==> src/rtl/mesi_isc_coh_monitor.sv <==
// mesi_isc_coh_monitor
// Protocol monitor for the MESI intersection controller. It watches NUM_PORTS
// main-bus request/ack pairs and coherence-bus snoop/ack pairs, and reports
// instability, spurious ack, timeout and illegal-command violations.
// A violation is detected combinationally in one cycle and reported, registered,
// in the next cycle. When several violations occur together, the lowest port is
// reported first and then the lowest code. The sticky vector records every
// detected code.
// Optional feature: define MESI_MON_STATS_EN to get per-port saturating 16-bit
// counters of completed main-bus transactions on txn_cnt_o. When the macro is
// undefined, txn_cnt_o is tied to zero and no counter flops are built.
module mesi_isc_coh_monitor #(
    parameter int NUM_PORTS      = 4,
    parameter int MBUS_CMD_WIDTH = 3,
    parameter int CBUS_CMD_WIDTH = 3,
    parameter int ADDR_WIDTH     = 32,
    parameter int TIMEOUT_CYC    = 64,
    parameter int TO_CNT_WIDTH   = 16
) (
    input  logic                                 clk,
    input  logic                                 rst,
    input  logic [NUM_PORTS*MBUS_CMD_WIDTH-1:0]  mbus_cmd_i,
    input  logic [NUM_PORTS*ADDR_WIDTH-1:0]      mbus_addr_i,
    input  logic [NUM_PORTS-1:0]                 mbus_ack_i,
    input  logic [NUM_PORTS*CBUS_CMD_WIDTH-1:0]  cbus_cmd_i,
    input  logic [ADDR_WIDTH-1:0]                cbus_addr_i,
    input  logic [NUM_PORTS-1:0]                 cbus_ack_i,
    output logic                                 err_vld_o,
    output logic [2:0]                           err_code_o,
    output logic [2:0]                           err_port_o,
    output logic [4:0]                           err_sticky_o,
    output logic [NUM_PORTS*16-1:0]              txn_cnt_o
);

    localparam int NUM_CODES = 5;
    localparam logic [MBUS_CMD_WIDTH-1:0] MBUS_NOP = MBUS_CMD_WIDTH'(32'd0);
    localparam logic [MBUS_CMD_WIDTH-1:0] MBUS_MAX = MBUS_CMD_WIDTH'(32'd4);
    localparam logic [CBUS_CMD_WIDTH-1:0] CBUS_NOP = CBUS_CMD_WIDTH'(32'd0);
    localparam logic [TO_CNT_WIDTH-1:0]   TO_LIMIT = TO_CNT_WIDTH'(TIMEOUT_CYC);
    localparam logic [TO_CNT_WIDTH-1:0]   TO_LAST  = TO_CNT_WIDTH'(TIMEOUT_CYC - 1);

    typedef enum logic {M_IDLE = 1'b0, M_WAIT = 1'b1} m_state_t;
    typedef enum logic {S_IDLE = 1'b0, S_WAIT = 1'b1} s_state_t;

    // Per-port views of the flattened buses
    logic [MBUS_CMD_WIDTH-1:0] m_cmd_s  [NUM_PORTS];
    logic [ADDR_WIDTH-1:0]     m_addr_s [NUM_PORTS];
    logic [CBUS_CMD_WIDTH-1:0] c_cmd_s  [NUM_PORTS];

    // Main-bus FSM state
    m_state_t                  m_state_r       [NUM_PORTS];
    m_state_t                  m_state_nxt_s   [NUM_PORTS];
    logic [MBUS_CMD_WIDTH-1:0] m_cap_cmd_r     [NUM_PORTS];
    logic [MBUS_CMD_WIDTH-1:0] m_cap_cmd_nxt_s [NUM_PORTS];
    logic [ADDR_WIDTH-1:0]     m_cap_addr_r    [NUM_PORTS];
    logic [ADDR_WIDTH-1:0]     m_cap_addr_nxt_s[NUM_PORTS];
    logic [TO_CNT_WIDTH-1:0]   to_cnt_r        [NUM_PORTS];
    logic [TO_CNT_WIDTH-1:0]   to_cnt_nxt_s    [NUM_PORTS];

    // Snoop FSM state
    s_state_t                  s_state_r       [NUM_PORTS];
    s_state_t                  s_state_nxt_s   [NUM_PORTS];
    logic [CBUS_CMD_WIDTH-1:0] s_cap_cmd_r     [NUM_PORTS];
    logic [CBUS_CMD_WIDTH-1:0] s_cap_cmd_nxt_s [NUM_PORTS];
    logic [ADDR_WIDTH-1:0]     s_cap_addr_r    [NUM_PORTS];
    logic [ADDR_WIDTH-1:0]     s_cap_addr_nxt_s[NUM_PORTS];

    // Violations and completions detected this cycle
    logic [NUM_CODES-1:0]      port_err_s      [NUM_PORTS];
    logic [NUM_PORTS-1:0]      done_s;

    // Selected report
    logic                      rep_vld_s;
    logic [2:0]                rep_code_s;
    logic [2:0]                rep_port_s;
    logic [NUM_CODES-1:0]      sticky_set_s;

    for (genvar g = 0; g < NUM_PORTS; g++) begin : g_slice
        assign m_cmd_s[g]  = mbus_cmd_i[g*MBUS_CMD_WIDTH +: MBUS_CMD_WIDTH];
        assign m_addr_s[g] = mbus_addr_i[g*ADDR_WIDTH +: ADDR_WIDTH];
        assign c_cmd_s[g]  = cbus_cmd_i[g*CBUS_CMD_WIDTH +: CBUS_CMD_WIDTH];
    end

    // Next-state and violation detection for both FSMs of every port
    always_comb begin
        for (int p = 0; p < NUM_PORTS; p++) begin
            m_state_nxt_s[p]    = m_state_r[p];
            m_cap_cmd_nxt_s[p]  = m_cap_cmd_r[p];
            m_cap_addr_nxt_s[p] = m_cap_addr_r[p];
            to_cnt_nxt_s[p]     = to_cnt_r[p];
            s_state_nxt_s[p]    = s_state_r[p];
            s_cap_cmd_nxt_s[p]  = s_cap_cmd_r[p];
            s_cap_addr_nxt_s[p] = s_cap_addr_r[p];
            port_err_s[p]       = 5'b00000;
            done_s[p]           = 1'b0;

            // Illegal commands are reported every cycle they are present
            if (m_cmd_s[p] > MBUS_MAX) begin
                port_err_s[p][4] = 1'b1;
            end else begin
                port_err_s[p][4] = 1'b0;
            end

            case (m_state_r[p])
                M_IDLE: begin
                    if (m_cmd_s[p] > MBUS_MAX) begin
                        m_state_nxt_s[p] = M_IDLE;
                    end else if (m_cmd_s[p] != MBUS_NOP) begin
                        if (mbus_ack_i[p]) begin
                            done_s[p] = 1'b1;
                        end else begin
                            m_state_nxt_s[p]    = M_WAIT;
                            m_cap_cmd_nxt_s[p]  = m_cmd_s[p];
                            m_cap_addr_nxt_s[p] = m_addr_s[p];
                            to_cnt_nxt_s[p]     = {TO_CNT_WIDTH{1'b0}};
                        end
                    end else if (mbus_ack_i[p]) begin
                        port_err_s[p][1] = 1'b1;
                    end else begin
                        m_state_nxt_s[p] = M_IDLE;
                    end
                end
                M_WAIT: begin
                    if ((m_cmd_s[p] != m_cap_cmd_r[p]) || (m_addr_s[p] != m_cap_addr_r[p])) begin
                        port_err_s[p][0] = 1'b1;
                    end else begin
                        port_err_s[p][0] = 1'b0;
                    end
                    if (mbus_ack_i[p]) begin
                        m_state_nxt_s[p] = M_IDLE;
                        done_s[p]        = 1'b1;
                    end else begin
                        // Counter saturates at the limit so the timeout fires once
                        if (to_cnt_r[p] != TO_LIMIT) begin
                            to_cnt_nxt_s[p] = to_cnt_r[p] + {{(TO_CNT_WIDTH-1){1'b0}}, 1'b1};
                        end else begin
                            to_cnt_nxt_s[p] = to_cnt_r[p];
                        end
                        if (to_cnt_r[p] == TO_LAST) begin
                            port_err_s[p][2] = 1'b1;
                        end else begin
                            port_err_s[p][2] = 1'b0;
                        end
                    end
                end
                default: begin
                    m_state_nxt_s[p] = M_IDLE;
                end
            endcase

            case (s_state_r[p])
                S_IDLE: begin
                    if ((c_cmd_s[p] != CBUS_NOP) && !cbus_ack_i[p]) begin
                        s_state_nxt_s[p]    = S_WAIT;
                        s_cap_cmd_nxt_s[p]  = c_cmd_s[p];
                        s_cap_addr_nxt_s[p] = cbus_addr_i;
                    end else begin
                        s_state_nxt_s[p] = S_IDLE;
                    end
                end
                S_WAIT: begin
                    if ((c_cmd_s[p] != s_cap_cmd_r[p]) || (cbus_addr_i != s_cap_addr_r[p])) begin
                        port_err_s[p][3] = 1'b1;
                    end else begin
                        port_err_s[p][3] = 1'b0;
                    end
                    if (cbus_ack_i[p]) begin
                        s_state_nxt_s[p] = S_IDLE;
                    end else begin
                        s_state_nxt_s[p] = S_WAIT;
                    end
                end
                default: begin
                    s_state_nxt_s[p] = S_IDLE;
                end
            endcase
        end
    end

    // Pick the lowest port, then lowest code; gather every code for the sticky vector
    always_comb begin
        rep_vld_s    = 1'b0;
        rep_code_s   = 3'd0;
        rep_port_s   = 3'd0;
        sticky_set_s = 5'b00000;
        for (int p = 0; p < NUM_PORTS; p++) begin
            sticky_set_s = sticky_set_s | port_err_s[p];
            for (int c = 0; c < NUM_CODES; c++) begin
                if (!rep_vld_s && port_err_s[p][c]) begin
                    rep_vld_s  = 1'b1;
                    rep_code_s = 3'(c);
                    rep_port_s = 3'(p);
                end else begin
                    rep_vld_s  = rep_vld_s;
                end
            end
        end
    end

    // FSM and capture registers
    always_ff @(posedge clk or negedge rst) begin
        if (!rst) begin
            for (int p = 0; p < NUM_PORTS; p++) begin
                m_state_r[p]    <= M_IDLE;
                m_cap_cmd_r[p]  <= {MBUS_CMD_WIDTH{1'b0}};
                m_cap_addr_r[p] <= {ADDR_WIDTH{1'b0}};
                to_cnt_r[p]     <= {TO_CNT_WIDTH{1'b0}};
                s_state_r[p]    <= S_IDLE;
                s_cap_cmd_r[p]  <= {CBUS_CMD_WIDTH{1'b0}};
                s_cap_addr_r[p] <= {ADDR_WIDTH{1'b0}};
            end
        end else begin
            for (int p = 0; p < NUM_PORTS; p++) begin
                m_state_r[p]    <= m_state_nxt_s[p];
                m_cap_cmd_r[p]  <= m_cap_cmd_nxt_s[p];
                m_cap_addr_r[p] <= m_cap_addr_nxt_s[p];
                to_cnt_r[p]     <= to_cnt_nxt_s[p];
                s_state_r[p]    <= s_state_nxt_s[p];
                s_cap_cmd_r[p]  <= s_cap_cmd_nxt_s[p];
                s_cap_addr_r[p] <= s_cap_addr_nxt_s[p];
            end
        end
    end

    // Registered violation report and sticky accumulation
    always_ff @(posedge clk or negedge rst) begin
        if (!rst) begin
            err_vld_o    <= 1'b0;
            err_code_o   <= 3'd0;
            err_port_o   <= 3'd0;
            err_sticky_o <= 5'b00000;
        end else begin
            err_vld_o    <= rep_vld_s;
            err_code_o   <= rep_code_s;
            err_port_o   <= rep_port_s;
            err_sticky_o <= err_sticky_o | sticky_set_s;
        end
    end

`ifdef MESI_MON_STATS_EN
    logic [15:0] txn_cnt_r [NUM_PORTS];

    // Saturating count of completed main-bus transactions per port
    always_ff @(posedge clk or negedge rst) begin
        if (!rst) begin
            for (int p = 0; p < NUM_PORTS; p++) begin
                txn_cnt_r[p] <= 16'h0000;
            end
        end else begin
            for (int p = 0; p < NUM_PORTS; p++) begin
                if (done_s[p] && (txn_cnt_r[p] != 16'hFFFF)) begin
                    txn_cnt_r[p] <= txn_cnt_r[p] + 16'h0001;
                end else begin
                    txn_cnt_r[p] <= txn_cnt_r[p];
                end
            end
        end
    end

    for (genvar g = 0; g < NUM_PORTS; g++) begin : g_txn
        assign txn_cnt_o[g*16 +: 16] = txn_cnt_r[g];
    end
`else
    // Completion strobes have no consumer without statistics
    logic stats_unused_s;
    assign stats_unused_s = |done_s;
    assign txn_cnt_o      = {(NUM_PORTS*16){1'b0}};
`endif

endmodule

==> config.mk <==
export PLATFORM = sky130hd
export DESIGN_NAME = mesi_isc_coh_monitor
export DESIGN_NICKNAME = d
export VERILOG_FILES = /design/src/rtl/mesi_isc_coh_monitor.sv
export SDC_FILE = /design/constraint.sdc
export NUM_CORES = 1
export LEC_CHECK = 0
export BUFFER_PORTS_ARGS = -buffer_cell sky130_fd_sc_hd__buf_2
export CORE_ASPECT_RATIO = 1.1
export CORE_MARGIN = 4
export CORE_UTILIZATION = 58
export DETAILED_ROUTE_END_ITERATION = 10
export PLACE_DENSITY_LB_ADDON = 0.1
export SLEW_MARGIN = 20
export SYNTH_ARGS = -nofsm -noshare
export SYNTH_HDL_FRONTEND = slang
export SYNTH_SLANG_ARGS = --single-unit
==> constraint.sdc <==
create_clock -name clk -period 3.5 [get_ports clk]
set_clock_uncertainty 0.1 [all_clocks]
set_input_delay 0.35 -clock clk [delete_from_list [all_inputs] [get_ports clk]]
set_output_delay 0.35 -clock clk [all_outputs]
set_load 0.02 [all_outputs]
==> Yosys cells after proc, flatten, opt, wreduce, memory -nomap -nowiden <==
Index checks and enable logic that the tools add are counted.
{ "word_totals": {"wordCells": 332, "inputBits": 194, "output_inout_bits": 76, "regBits": 364} }
{ "classes": {"eq_ne": 44, "n_reduce_logical": 74, "bitwise_logic": 20, "addsub": 4, "order_cmp": 4, "mux": 154} }
{ "op_table": {"columns": ["operator", "count"], "rows": [
  ["16-bit two-way mux", 20],
  ["32-bit != test", 8],
  ["16-bit case mux with 2 select lines", 4],
  ["3-bit two-way mux", 32],
  ["1-bit two-way mux", 90],
  ["16-bit by 1-bit adder with 16-bit output, second input constant", 4],
  ["16-bit by 6-bit equality test with 1-bit output, second input constant", 4],
  ["16-bit by 7-bit != test with 1-bit output, second input constant", 4],
  ["2-bit != test, second input constant", 16],
  ["3-bit != test", 8],
  ["3-bit nonzero test", 8],
  ["1-bit logical AND", 23],
  ["1-bit logical NOT", 23],
  ["5-bit bitwise OR", 4],
  ["5-bit AND reduction", 4],
  ["1-bit inverter", 16],
  ["1-bit case mux with 2 select lines", 8],
  ["4-bit AND reduction", 4],
  ["3-bit > comparator, second input constant", 4],
  ["1-bit logical OR", 8],
  ["2-bit by 1-bit != test with 1-bit output, second input constant", 4],
  ["2-bit AND reduction", 4]
]} }

==> Logic depth before layout (Yosys ltp) <==
Gate-level depths: netlist of run 1.
{ "logic_depth": {"ltp_word": 62, "mapped_depth": 9, "mapped_depth_nobuf": 8} }

==> Least setup slack after synthesis of run 1 <==
OpenSTA, ideal clock, no wires.
{ "synth_timing": {"path_type": "register to register", "startpoint": "register m_cap_addr_r[110] in the netlist's numbering", "endpoint": "register err_vld_o", "required_ps": 3261, "stages_incl_launch_ff": 8, "n_path_buf": 0, "t_arrival_ps": 2211, "synth_period_minus_slack_ps": 2450, "setup_ps": 139, "setup_slack_ps": 1050, "cell_sequence": "dfrtp_1 -> xor2_1 -> nor4_2 -> nand2_1 -> o41a_1 -> nor4_2 -> nand3_1 -> or4_1"} }
{ "synth_via": {"elab_chain_cells": 62} }
{ "synth_rtl": {"columns": ["element", "line_no", "rtl"], "rows": [
  ["start: declaration", "55", "logic [ADDR_WIDTH-1:0] m_cap_addr_r [NUM_PORTS];"],
  ["start signal: indexed assignment", "206", "m_cap_addr_r[p] <= {ADDR_WIDTH{1'b0}};"],
  ["start signal: indexed assignment", "216", "m_cap_addr_r[p] <= m_cap_addr_nxt_s[p];"],
  ["32-bit != test *", "124", "if ((m_cmd_s[p] != m_cap_cmd_r[p]) || (m_addr_s[p] != m_cap_addr_r[p])) begin"],
  ["1-bit logical OR *", "124", null],
  ["1-bit two-way mux *", "124", null],
  ["1-bit two-way mux *", "104", "case (m_state_r[p])"],
  ["1-bit two-way mux *", "189", "if (!rep_vld_s && port_err_s[p][c]) begin"],
  ["1-bit logical NOT", "189", null],
  ["1-bit logical AND", "189", null],
  ["1-bit two-way mux *", "189", null],
  ["(+47 left out)", null, null],
  ["1-bit two-way mux *", "189", null],
  ["1-bit logical NOT", "189", null],
  ["1-bit logical AND", "189", null],
  ["1-bit two-way mux *", "189", null],
  ["1-bit logical NOT", "189", null],
  ["1-bit logical AND", "189", null],
  ["1-bit two-way mux *", "189", null],
  ["named net rep_vld_s", "73", "logic rep_vld_s;"],
  ["end signal: assignment", "233", "err_vld_o <= rep_vld_s;"],
  ["end: declaration", "28", "output logic err_vld_o,"]
]} }
The timed path passes the listed nets; every way through them passes the cells marked *.
A chain may end at the register's enable or synchronous reset.

==> Worst setup path after layout of run 1 <==
{ "layout_timing": {"startpoint": "input cbus_cmd_i[7]", "endpoint": "register err_port_o[0]"} }
{ "layout_via": {"elab_chain_cells": 24} }
{ "layout_rtl": {"columns": ["element", "line_no", "rtl"], "rows": [
  ["start: declaration", "25", "input logic [NUM_PORTS*CBUS_CMD_WIDTH-1:0] cbus_cmd_i,"],
  ["3-bit != test *", "162", "if ((c_cmd_s[p] != s_cap_cmd_r[p]) || (cbus_addr_i != s_cap_addr_r[p])) begin"],
  ["1-bit logical OR *", "162", null],
  ["1-bit two-way mux *", "162", null],
  ["1-bit two-way mux *", "151", "case (s_state_r[p])"],
  ["1-bit logical AND *", "189", null],
  ["1-bit two-way mux", "189", null],
  ["1-bit logical NOT", "189", null],
  ["1-bit logical AND", "189", null],
  ["(+9 left out)", null, null],
  ["1-bit two-way mux", "189", null],
  ["1-bit logical NOT", "189", null],
  ["1-bit logical AND", "189", null],
  ["1-bit two-way mux", "189", null],
  ["1-bit logical NOT", "189", null],
  ["1-bit logical AND", "189", null],
  ["3-bit two-way mux *", "189", null],
  ["named net rep_port_s[0]", "75", "logic [2:0] rep_port_s;"],
  ["end signal: assignment", "235", "err_port_o <= rep_port_s;"],
  ["end: declaration", "30", "output logic [2:0] err_port_o,"]
]} }
Marked as above.

==> qor.json, run 1 <==
{
  "placementRows": {"value": 68},
  "grt-ovfl-total": {"value": 0},
  "synth_edf_count": {"value": 0},
  "number_of_vias_in_the_routed_layout": {"value": 13900},
  "cts.sink_count": {"value": 363},
  "ys_warn_count": {"value": 0},
  "cts_max_path_buffers": {"value": 3},
  "io_pins": {"value": 270},
  "critical_path.cell_chain": {"value": "dlygate4sd3_1 -> buf_2 -> xor2_1 -> nor4_1 -> nand4_1 -> o31ai_2 -> buf_4 -> nand4bb_1 -> a311o_1 -> a311oi_1"},
  "first_global_vias": {"value": 14120},
  "startpoint": {"value": "cbus_cmd_i[7]"},
  "yosys.cell_count.top_type": {"value": "nand2_1"},
  "gp_congestion": {"value": 0.8781},
  "hold_viol": {"value": 0},
  "critPathMaxStageDelay": {"value": 0.69, "unit": "ns"},
  "cell_count_post_placement": {"value": 2373},
  "yosys_reg_bits": {"value": 363},
  "internal_reg_to_reg_setup_slack": {"value": 0.61, "unit": "ns"},
  "place.detailed.hpwl": {"value": 30.59, "unit": "mm"},
  "min_path_type": {"value": "primary input to flip-flop"},
  "timing.hold.worst.start": {"value": "cbus_cmd_i[11]"},
  "cp_data_arrival_time": {"value": 3.30, "unit": "ns"},
  "critPathRequiredTime": {"value": 3.84, "unit": "ns"},
  "design.final.nets": {"value": 2346},
  "chipWidth": {"value": 178.6, "unit": "um"},
  "grt_antenna_before_repair": {"value": 7},
  "worstHoldPathCells": {"value": 3},
  "cts.reportedPaths.clkPinSlew": {"value": 0.06, "unit": "ns"},
  "avgSynthCellArea": {"value": 10.24, "unit": "um2"},
  "average_detailed_routed_wire_length_per_instance": {"value": 17.20, "unit": "um"},
  "post_layout_nonfiller_instances": {"value": 2598},
  "worst-slew-pin-transition": {"value": 0.8318, "unit": "ns"},
  "area_of_the_die": {"value": 34930, "unit": "um2"},
  "synth_seq_area_share": {"value": 0.4895},
  "result_of_the_run": {"value": "completed"},
  "fin_crit_sh": {"value": 0.8442},
  "setup.worst_path.class": {"value": "primary input to flip-flop"},
  "ant_nets": {"value": 0},
  "leakagePower": {"value": 0.01055, "unit": "uW"},
  "synthDominantCellAreaShare": {"value": 0.4895},
  "worstReg2RegEnd": {"value": "err_vld_o$_DFF_PN0_"},
  "cts.htree.levels": {"value": 2},
  "post-route-min-period": {"value": 2.955, "unit": "ns"},
  "finalSetupTns": {"value": 0, "unit": "ns"},
  "synthFlopType": {"value": "dfrtp_1"},
  "synth_top_cell_by_area": {"value": "dfrtp_1"},
  "setup_violations": {"value": 0},
  "finish.utilization": {"value": 0.7216},
  "critPathTopFamily": {"value": "simple AND/OR/NAND/NOR gates"},
  "tritoncts": {"value": "yes"},
  "vdd.ir_drop.worst": {"value": 0.4232, "unit": "mV"},
  "drt-vias-per-instance": {"value": 5.351},
  "synthCells": {"value": 1812},
  "cts.repair_timing.setup_buffer_count": {"value": 0},
  "worst_r2r_path_depth": {"value": 7},
  "cts_made_buffers": {"value": 40},
  "area_added_between_synthesis_and_finish": {"value": 22.40, "unit": "%"},
  "min_delay_worst_endpoint": {"value": "s_cap_cmd_r[2]$_DFFE_PN0P_"},
  "slew_headroom": {"value": 0.4455},
  "worstSetupStartpointType": {"value": "primary input"},
  "clk-insertion-delay-late": {"value": 0.54, "unit": "ns"},
  "crit_path_max_fanout": {"value": 5},
  "design_power_total": {"value": 11980, "unit": "uW"},
  "clk_root_buffer_cell": {"value": "clkbuf_16"},
  "timing.fmax": {"value": 0.3384, "unit": "GHz"},
  "grt_pass1_wl": {"value": 71.90, "unit": "mm"},
  "die_h": {"value": 195.6, "unit": "um"},
  "worst_path_max_delay_cell": {"value": "nor4_1"},
  "ys_top_cells_by_area": {"value": "dfrtp_1 49%, xor2_1 11%, mux2_2 9.9%, nand2_1 7.7%, xnor2_1 4.2%"},
  "setup_repair_after_global_routing_missed_its_margin": {"value": "no"},
  "critPathCaptureType": {"value": "flip-flop"},
  "crit-reg2reg-launch": {"value": "m_cap_addr_r[83]$_DFFE_PN0P_"},
  "groute.usage.overall": {"value": 0.2540},
  "async_reset_ff_frac": {"value": 1.000},
  "drt_iter0_drc": {"value": 865},
  "coreArea": {"value": 31480, "unit": "um2"},
  "maximum_number_of_pins_on_one_net_before_global_route_repair": {"value": 102},
  "post-route-drc-count": {"value": 0},
  "timing.max_cap.violations": {"value": 0},
  "post_route_cells_drive_above_1_share": {"value": 0.2150},
  "io_buffer_count": {"value": 204},
  "finalMaxSlewViolations": {"value": 0},
  "dr.pass1.iters": {"value": 5},
  "initial_core_util": {"value": 0.5895},
  "crit_buf_inv": {"value": 3},
  "postRouteWirelength": {"value": 44.69, "unit": "mm"},
  "post_synth_num_cell_types": {"value": 54},
  "synth.cells.most_frequent": {"value": "382 x nand2_1, 363 x dfrtp_1, 238 x xor2_1, 163 x mux2_2, 90 x xnor2_1"},
  "power_density": {"value": 527.3, "unit": "nW/um2"},
  "netlist_area": {"value": 18560, "unit": "um2"}
}
## where the power goes
| part | total, uW | switching (uW) | internal, uW | leakage [uW] |
|---|---|---|---|---|
| clock | 4350 | 1670 | 2690 | 0.000665 |
| sequential | 5330 | 469 | 4860 | 0.00447 |
| combinational | 2300 | 1200 | 1100 | 0.00542 |
| total | 12000 | 3330 | 8650 | 0.0106 |
## metrics by stage
stage,setup slack [ns],hold slack (ns),area [um2]
2_1_floorplan,1.050,-0.04559,18800
3_3_place_gp,0.4600,0.3448,19840
3_5_place_dp,0.4977,0.3553,19840
4_1_cts,0.5806,0.0002977,22700
5_1_grt,0.4412,0.004867,22710
6_report,0.5452,0.01034,22720
## cell type report
class / count / area [um2]
fillers: 2249 / 8765
clock buffers: 58 / 1170
inverters: 18 / 67.56
clock inverters: 12 / 197.7
well taps: 420 / 525.5
flip-flops and latches: 363 / 9084
multi-input cells: 1347 / 8889
repair buffers: 374 / 2768
diodes: 6 / 15.01
## cells by family (layout without fill, tap and decap cells)
kind of cell,Yosys count,after routing,share of synthesized area
XOR/XNOR,328,328,0.1548
flip-flops,363,363,0.4895
adder cells (fa/ha/maj),8,8,0.005394
AND/OR/NAND/NOR,708,708,0.1758
buffers and inverters,166,462,0.04794
other,1,71,0.0002021
AO/OA/AOI/OAI,75,75,0.02751
multiplexers,163,163,0.09891
## flip-flops by register name, summed over array words and instances (netlist names), 4 cells and up
| register | cells |
|---|---|
| m_cap_addr_r | 128 |
| s_cap_cmd_r | 12 |
| s_state_r | 4 |
| m_state_r | 4 |
| err_sticky_o | 5 |
| m_cap_cmd_r | 12 |
| s_cap_addr_r | 128 |
| to_cnt_r | 64 |
## worst max path at each step
stage / end / slack (ns) / cells past startpoint
after floorplan: err_vld_o$_DFF_PN0_ / 1.05 / 7
after global placement: err_port_o[0]$_DFF_PN0_ / 0.46 / 9
after detailed placement: err_port_o[0]$_DFF_PN0_ / 0.50 / 9
after CTS: err_port_o[0]$_DFF_PN0_ / 0.58 / 10
after global routing: err_vld_o$_DFF_PN0_ / 0.44 / 9
final: err_port_o[0]$_DFF_PN0_ / 0.55 / 10
## per-layer routing
layer / GRT usage / routed length (um)
met3: 0.04782 / 2535
met4: 0.08075 / 1312
met1: 0.3387 / 18910
met5: 0 / 40
met2: 0.4215 / 21890
## worst reg2reg max path: stages, from the launching register on
cell and delay (ns):
dfrtp_1 0.39, xor2_1 0.17, nor4_1 0.59, nand4_1 0.17, o31a_1 0.44, nor4_4 0.23, nand3_1 0.15, or4_1 0.53
## placed cells by master, fill, tap and decap left out, types with 16 or more instances in the layout
cell           synthesis  routed
nand4_1               47      47
nand3_1               47      47
dfrtp_1              363     363
buf_2                 18     203
clkbuf_16              0      41
inv_1                 18      18
xnor2_1               90      90
a21oi_1               16      16
mux2_2               163     163
dlygate4sd3_1          0     149
xor2_1               238     238
nor3_1                18      18
o21ai_0               21      21
conb_1                 1      65
nor2_1                80      80
nor4_1                78      75
nand2_1              382     381
## what timing repair did
action	CTS	global route
hold buffers	149	0
resized for setup	0	0
endpoints found under the hold margin	243	0
No activity file was read; power rests on OpenSTA's default activity.
==> run 2: changes to the inputs <==
--- a/config.mk
+++ b/config.mk
@@ -5,6 +5,7 @@
 export SDC_FILE = /design/constraint.sdc
 export NUM_CORES = 1
 export LEC_CHECK = 0
+export ABC_AREA = 1
 export BUFFER_PORTS_ARGS = -buffer_cell sky130_fd_sc_hd__buf_2
 export CORE_ASPECT_RATIO = 1.1
 export CORE_MARGIN = 4
==> constraint.sdc (replaced) <==
create_clock -name clk -period 2.9 [get_ports clk]
set_clock_uncertainty 0.1 [all_clocks]
set_input_delay 0.29 -clock clk [delete_from_list [all_inputs] [get_ports clk]]
set_output_delay 0.29 -clock clk [all_outputs]
set_load 0.02 [all_outputs]
==> qor.json, run 2 <==
{
  "cp_data_arrival_time": {"value": 2.82, "unit": "ns", "change": "was 3.30 ns"},
  "synthFlopType": {"value": "dfrtp_1", "change": "unchanged"},
  "hold_viol": {"value": 0, "change": "unchanged"},
  "post-route-min-period": {"value": 2.539, "unit": "ns"},
  "worst_path_max_delay_cell": {"value": "o41ai_1", "change": "was nor4_1"},
  "vdd.ir_drop.worst": {"value": 0.6704, "unit": "mV", "change": "was 0.4232 mV"},
  "setup.worst_path.class": {"value": "primary input to flip-flop", "change": "unchanged"},
  "cts.sink_count": {"value": 363, "change": "unchanged"},
  "setup_violations": {"value": 0, "change": "unchanged"},
  "first_global_vias": {"value": 15590, "change": "was 14,120"},
  "place.detailed.hpwl": {"value": 29.33, "unit": "mm", "change": "was 30.59 mm"},
  "post-route-drc-count": {"value": 0, "change": "unchanged"},
  "initial_core_util": {"value": 0.5874, "change": "was 0.5895"},
  "synth_edf_count": {"value": 0, "change": "unchanged"},
  "cts.repair_timing.setup_buffer_count": {"value": 0, "change": "unchanged"},
  "final_critical_path_setup_slack": {"value": 0.3608, "unit": "ns", "change": "was 0.5452 ns"},
  "synthMuxAreaShare": {"value": 0, "change": "was 0.09891"},
  "result_of_the_run": {"value": "completed", "change": "unchanged"},
  "drt_iter0_drc": {"value": 1096, "change": "was 865"},
  "layout_common_cells": {"value": "719 x nand2_1, 363 x dfrtp_1, 203 x buf_2", "change": "was 381 x nand2_1, 363 x dfrtp_1, 238 x xor2_1"},
  "netlist_area": {"value": 19020, "unit": "um2", "change": "was 18,560 um2"},
  "area_of_the_die": {"value": 35760, "unit": "um2", "change": "was 34,930 um2"},
  "ys_warn_count": {"value": 0, "change": "unchanged"},
  "crit-reg2reg-launch": {"value": "m_cap_cmd_r[0]$_DFFE_PN0P_", "change": "was m_cap_addr_r[83]$_DFFE_PN0P_"},
  "timing.hold.worst.start": {"value": "cbus_cmd_i[4]", "change": "was cbus_cmd_i[11]"},
  "worst-slew-pin-transition": {"value": 0.6602, "unit": "ns", "change": "was 0.8318 ns"},
  "cell_count_post_placement": {"value": 2824, "change": "was 2,373"},
  "worstSetupStartpointType": {"value": "primary input", "change": "unchanged"},
  "area_added_between_synthesis_and_finish": {"value": 21.03, "unit": "%", "change": "was 22.40%"},
  "average_detailed_routed_wire_length_per_instance": {"value": 14.45, "unit": "um", "change": "was 17.20 um"},
  "post_route_cells_drive_above_1_share": {"value": 0.1387, "change": "was 0.2150"},
  "yosys_reg_bits": {"value": 363, "change": "unchanged"},
  "setup_repair_after_global_routing_missed_its_margin": {"value": "no", "change": "unchanged"},
  "cts_made_buffers": {"value": 40, "change": "unchanged"},
  "grt.met2_usage": {"value": 0.4129, "change": "was 0.4215"},
  "synthCells": {"value": 2271, "change": "was 1,812"},
  "largest_family_of_logic_cells_by_synthesized_area": {"value": "simple AND/OR/NAND/NOR gates", "change": "unchanged"},
  "die_h": {"value": 197.9, "unit": "um", "change": "was 195.6 um"},
  "grt_use_met3": {"value": 0.03619, "change": "was 0.04782"},
  "groute.usage.overall": {"value": 0.2442, "change": "was 0.2540"},
  "layout_commonest_cell": {"value": "nand2_1", "change": "unchanged"},
  "synth_seq_area_share": {"value": 0.4776, "change": "was 0.4895"},
  "fin_crit_sh": {"value": 0.8756},
  "synthDominantCellAreaShare": {"value": 0.4776, "change": "was 0.4895"},
  "timing.fmax": {"value": 0.3938, "unit": "GHz"},
  "grt-ovfl-total": {"value": 0, "change": "unchanged"},
  "drt-vias-per-instance": {"value": 5.054, "change": "was 5.351"},
  "design.final.nets": {"value": 2803, "change": "was 2,346"},
  "clk-insertion-delay-late": {"value": 0.53, "unit": "ns", "change": "was 0.54 ns"},
  "post_layout_nonfiller_instances": {"value": 3064, "change": "was 2,598"},
  "synth_top_cell_by_area": {"value": "dfrtp_1", "change": "unchanged"},
  "io_pins": {"value": 270, "change": "unchanged"},
  "grt_antenna_before_repair": {"value": 11, "change": "was 7"},
  "synth.cells.most_frequent": {"value": "723 x nand2_1, 363 x dfrtp_1, 189 x o21ai_0, 186 x xnor2_1, 141 x inv_1", "change": "was 382 x nand2_1, 363 x dfrtp_1, 238 x xor2_1, 163 x mux2_2, 90 x xnor2_1"},
  "dr.pass1.iters": {"value": 8, "change": "was 5"},
  "cts_resized": {"value": 0, "change": "unchanged"},
  "number_of_vias_in_the_routed_layout": {"value": 15490, "change": "was 13,900"},
  "critPathMaxStageDelay": {"value": 0.54, "unit": "ns", "change": "was 0.69 ns"},
  "yosys.cell_count.top_type": {"value": "nand2_1", "change": "unchanged"},
  "startpoint": {"value": "cbus_addr_i[29]", "change": "was cbus_cmd_i[7]"},
  "power_density": {"value": 657.7, "unit": "nW/um2", "change": "was 527.3 nW/um2"},
  "registers_with_the_highest_flip_flop_counts": {"value": "m_cap_addr_r: 128 flops, s_cap_addr_r: 128 flops, to_cnt_r: 64 flops", "change": "unchanged"},
  "ys_top_cells_by_area": {"value": "dfrtp_1 48%, nand2_1 14%, xnor2_1 8.6%, o21ai_0 5.0%, xor2_1 4.1%", "change": "was dfrtp_1 49%, xor2_1 11%, mux2_2 9.9%, nand2_1 7.7%, xnor2_1 4.2%"},
  "finish.utilization": {"value": 0.7110, "change": "was 0.7216"},
  "maximum_number_of_pins_on_one_net_before_global_route_repair": {"value": 72, "change": "was 102"},
  "ant_nets": {"value": 0, "change": "unchanged"},
  "chipWidth": {"value": 180.7, "unit": "um", "change": "was 178.6 um"},
  "cts.reportedPaths.clkPinSlew": {"value": 0.06, "unit": "ns", "change": "about the same"},
  "placementRows": {"value": 69, "change": "was 68"},
  "post_synth_num_cell_types": {"value": 48, "change": "was 54"},
  "postRouteWirelength": {"value": 44.28, "unit": "mm", "change": "was 44.69 mm"},
  "share_of_synthesized_cell_area_in_and_or_nand_and_nor_gates": {"value": 0.2311, "change": "was 0.1758"},
  "timing.max_cap.violations": {"value": 0, "change": "unchanged"},
  "gp_congestion": {"value": 0.8853, "change": "was 0.8781"},
  "grt_pass1_wl": {"value": 73.84, "unit": "mm", "change": "was 71.90 mm"},
  "clk_root_buffer_cell": {"value": "clkbuf_16", "change": "unchanged"},
  "leakagePower": {"value": 0.01114, "unit": "uW", "change": "was 0.01055 uW"},
  "cp_common_cell": {"value": "nand2_1"},
  "min_path_type": {"value": "primary input to flip-flop", "change": "unchanged"},
  "tritoncts": {"value": "yes", "change": "unchanged"},
  "coreArea": {"value": 32370, "unit": "um2", "change": "was 31,480 um2"},
  "post_synth_fa_ha_maj_area_fraction": {"value": 0.005263, "change": "was 0.005394"},
  "critPathRequiredTime": {"value": 3.18, "unit": "ns", "change": "was 3.84 ns"},
  "finalSetupTns": {"value": 0, "unit": "ns", "change": "unchanged"},
  "avgSynthCellArea": {"value": 8.374, "unit": "um2", "change": "was 10.24 um2"},
  "complex_gate_fraction_of_the_synthesized_area": {"value": 0.07270, "change": "was 0.02751"},
  "critPathCaptureType": {"value": "flip-flop", "change": "unchanged"},
  "finalMaxSlewViolations": {"value": 0, "change": "unchanged"},
  "gr-max-usage-layer": {"value": "met2", "change": "unchanged"},
  "post_synth_xor_area_fraction": {"value": 0.1262, "change": "was 0.1548"},
  "cts_max_path_buffers": {"value": 3, "change": "unchanged"},
  "cts.htree.levels": {"value": 2, "change": "unchanged"},
  "gr-usage-met1": {"value": 0.3326, "change": "was 0.3387"},
  "slew_headroom": {"value": 0.5592, "change": "was 0.4455"},
  "dp_slack": {"value": 0.4072, "unit": "ns", "change": "was 0.4977 ns"},
  "critical_path.cell_chain": {"value": "dlygate4sd3_1 -> buf_2 -> xnor2_1 -> nand2_1 -> nor3_1 -> nand2_1 -> nor4_1 -> a21oi_1 -> o41ai_1 -> nand2_1", "change": "was dlygate4sd3_1 -> buf_2 -> xor2_1 -> nor4_1 -> nand4_1 -> o31ai_2 -> buf_4 -> nand4bb_1 -> a311o_1 -> a311oi_1"},
  "design_power_total": {"value": 15140, "unit": "uW", "change": "was 11,980 uW"},
  "async_reset_ff_frac": {"value": 1.000, "change": "unchanged"},
  "crit_path_max_fanout": {"value": 5, "change": "unchanged"},
  "io_buffer_count": {"value": 204, "change": "unchanged"}
}
==> run 2: cell count changes after synthesis, sizes merged, moves of 42 or more <==
cell,before,now
nor3,18,60
o21ai,21,203
xor2,238,88
xnor2,90,186
nor4,82,29
inv,18,162
nand2,382,731
mux2,163,0
==> run 2: layer usage <==
layer	vias to the layer above	routed length (um)
li1	7709	-
met4	6	990
met1	7315	19600
met3	86	2102
met2	369	21550
met5	-	34
==> run 2: through the flow <==
step,hold WS (ns),cell area (um2)
floorplan,-0.1056,19260
global placement,0.1567,20050
detailed placement,0.1586,20050
CTS,0.001231,23000
global route,0.02935,23020
finish,0.02003,23020
==> run 2: cell type report <==
cell class,instances,area [um2]
multi-input cells,1645,8531
flip-flops and latches,363,9084
repair buffers,382,2858
well taps,426,533.0
clock inverters,18,190.2
diodes,7,17.52
inverters,169,651.9
clock buffers,54,1154
fillers,2493,9356
==> run 2: report_power, final <==
group | total (uW) | internal (uW) | switching [uW]
registers | 6770 | 6050 | 716
logic | 3250 | 1480 | 1770
clock network | 5120 | 3070 | 2050
==> run 2: repair_timing <==
item | in CTS | in global routing
hold endpoints to repair | 209 | 0
hold buffers | 161 | 0
endpoints found under the setup margin | 0 | 0
==> run 2: worst paths after layout <==
kind / cells after the start / slack, ns / endpoint
max: 10 / 0.36 / err_port_o[1]$_DFF_PN0_
min: 3 / 0.02 / s_cap_cmd_r[7]$_DFFE_PN0P_
max reg2reg: 9 / 0.44 / err_port_o[1]$_DFF_PN0_
min reg2reg: 1 / 0.37 / to_cnt_r[47]$_DFFE_PN0P_
max in group asynchronous: 3 / 1.76 / s_cap_addr_r[7]$_DFFE_PN0P_
min in group asynchronous: 2 / 0.20 / m_cap_addr_r[107]$_DFFE_PN0P_
==> run 2: critical path, delay by kind of cell <==
| kind | cells | cell delay (ns) |
|---|---|---|
| AO/OA/AOI/OAI | 2 | 0.81 |
| buffers and inverters | 2 | 0.70 |
| AND/OR/NAND/NOR | 5 | 0.87 |
| XOR/XNOR | 1 | 0.16 |
==> run 2: kinds of logic after synthesis <==
kind of cell / after synthesis
simple gates: 1035
compound gates: 263
flops: 363
buf+inv: 327
xor+xnor: 274
other cells: 1
fa+ha+maj: 8
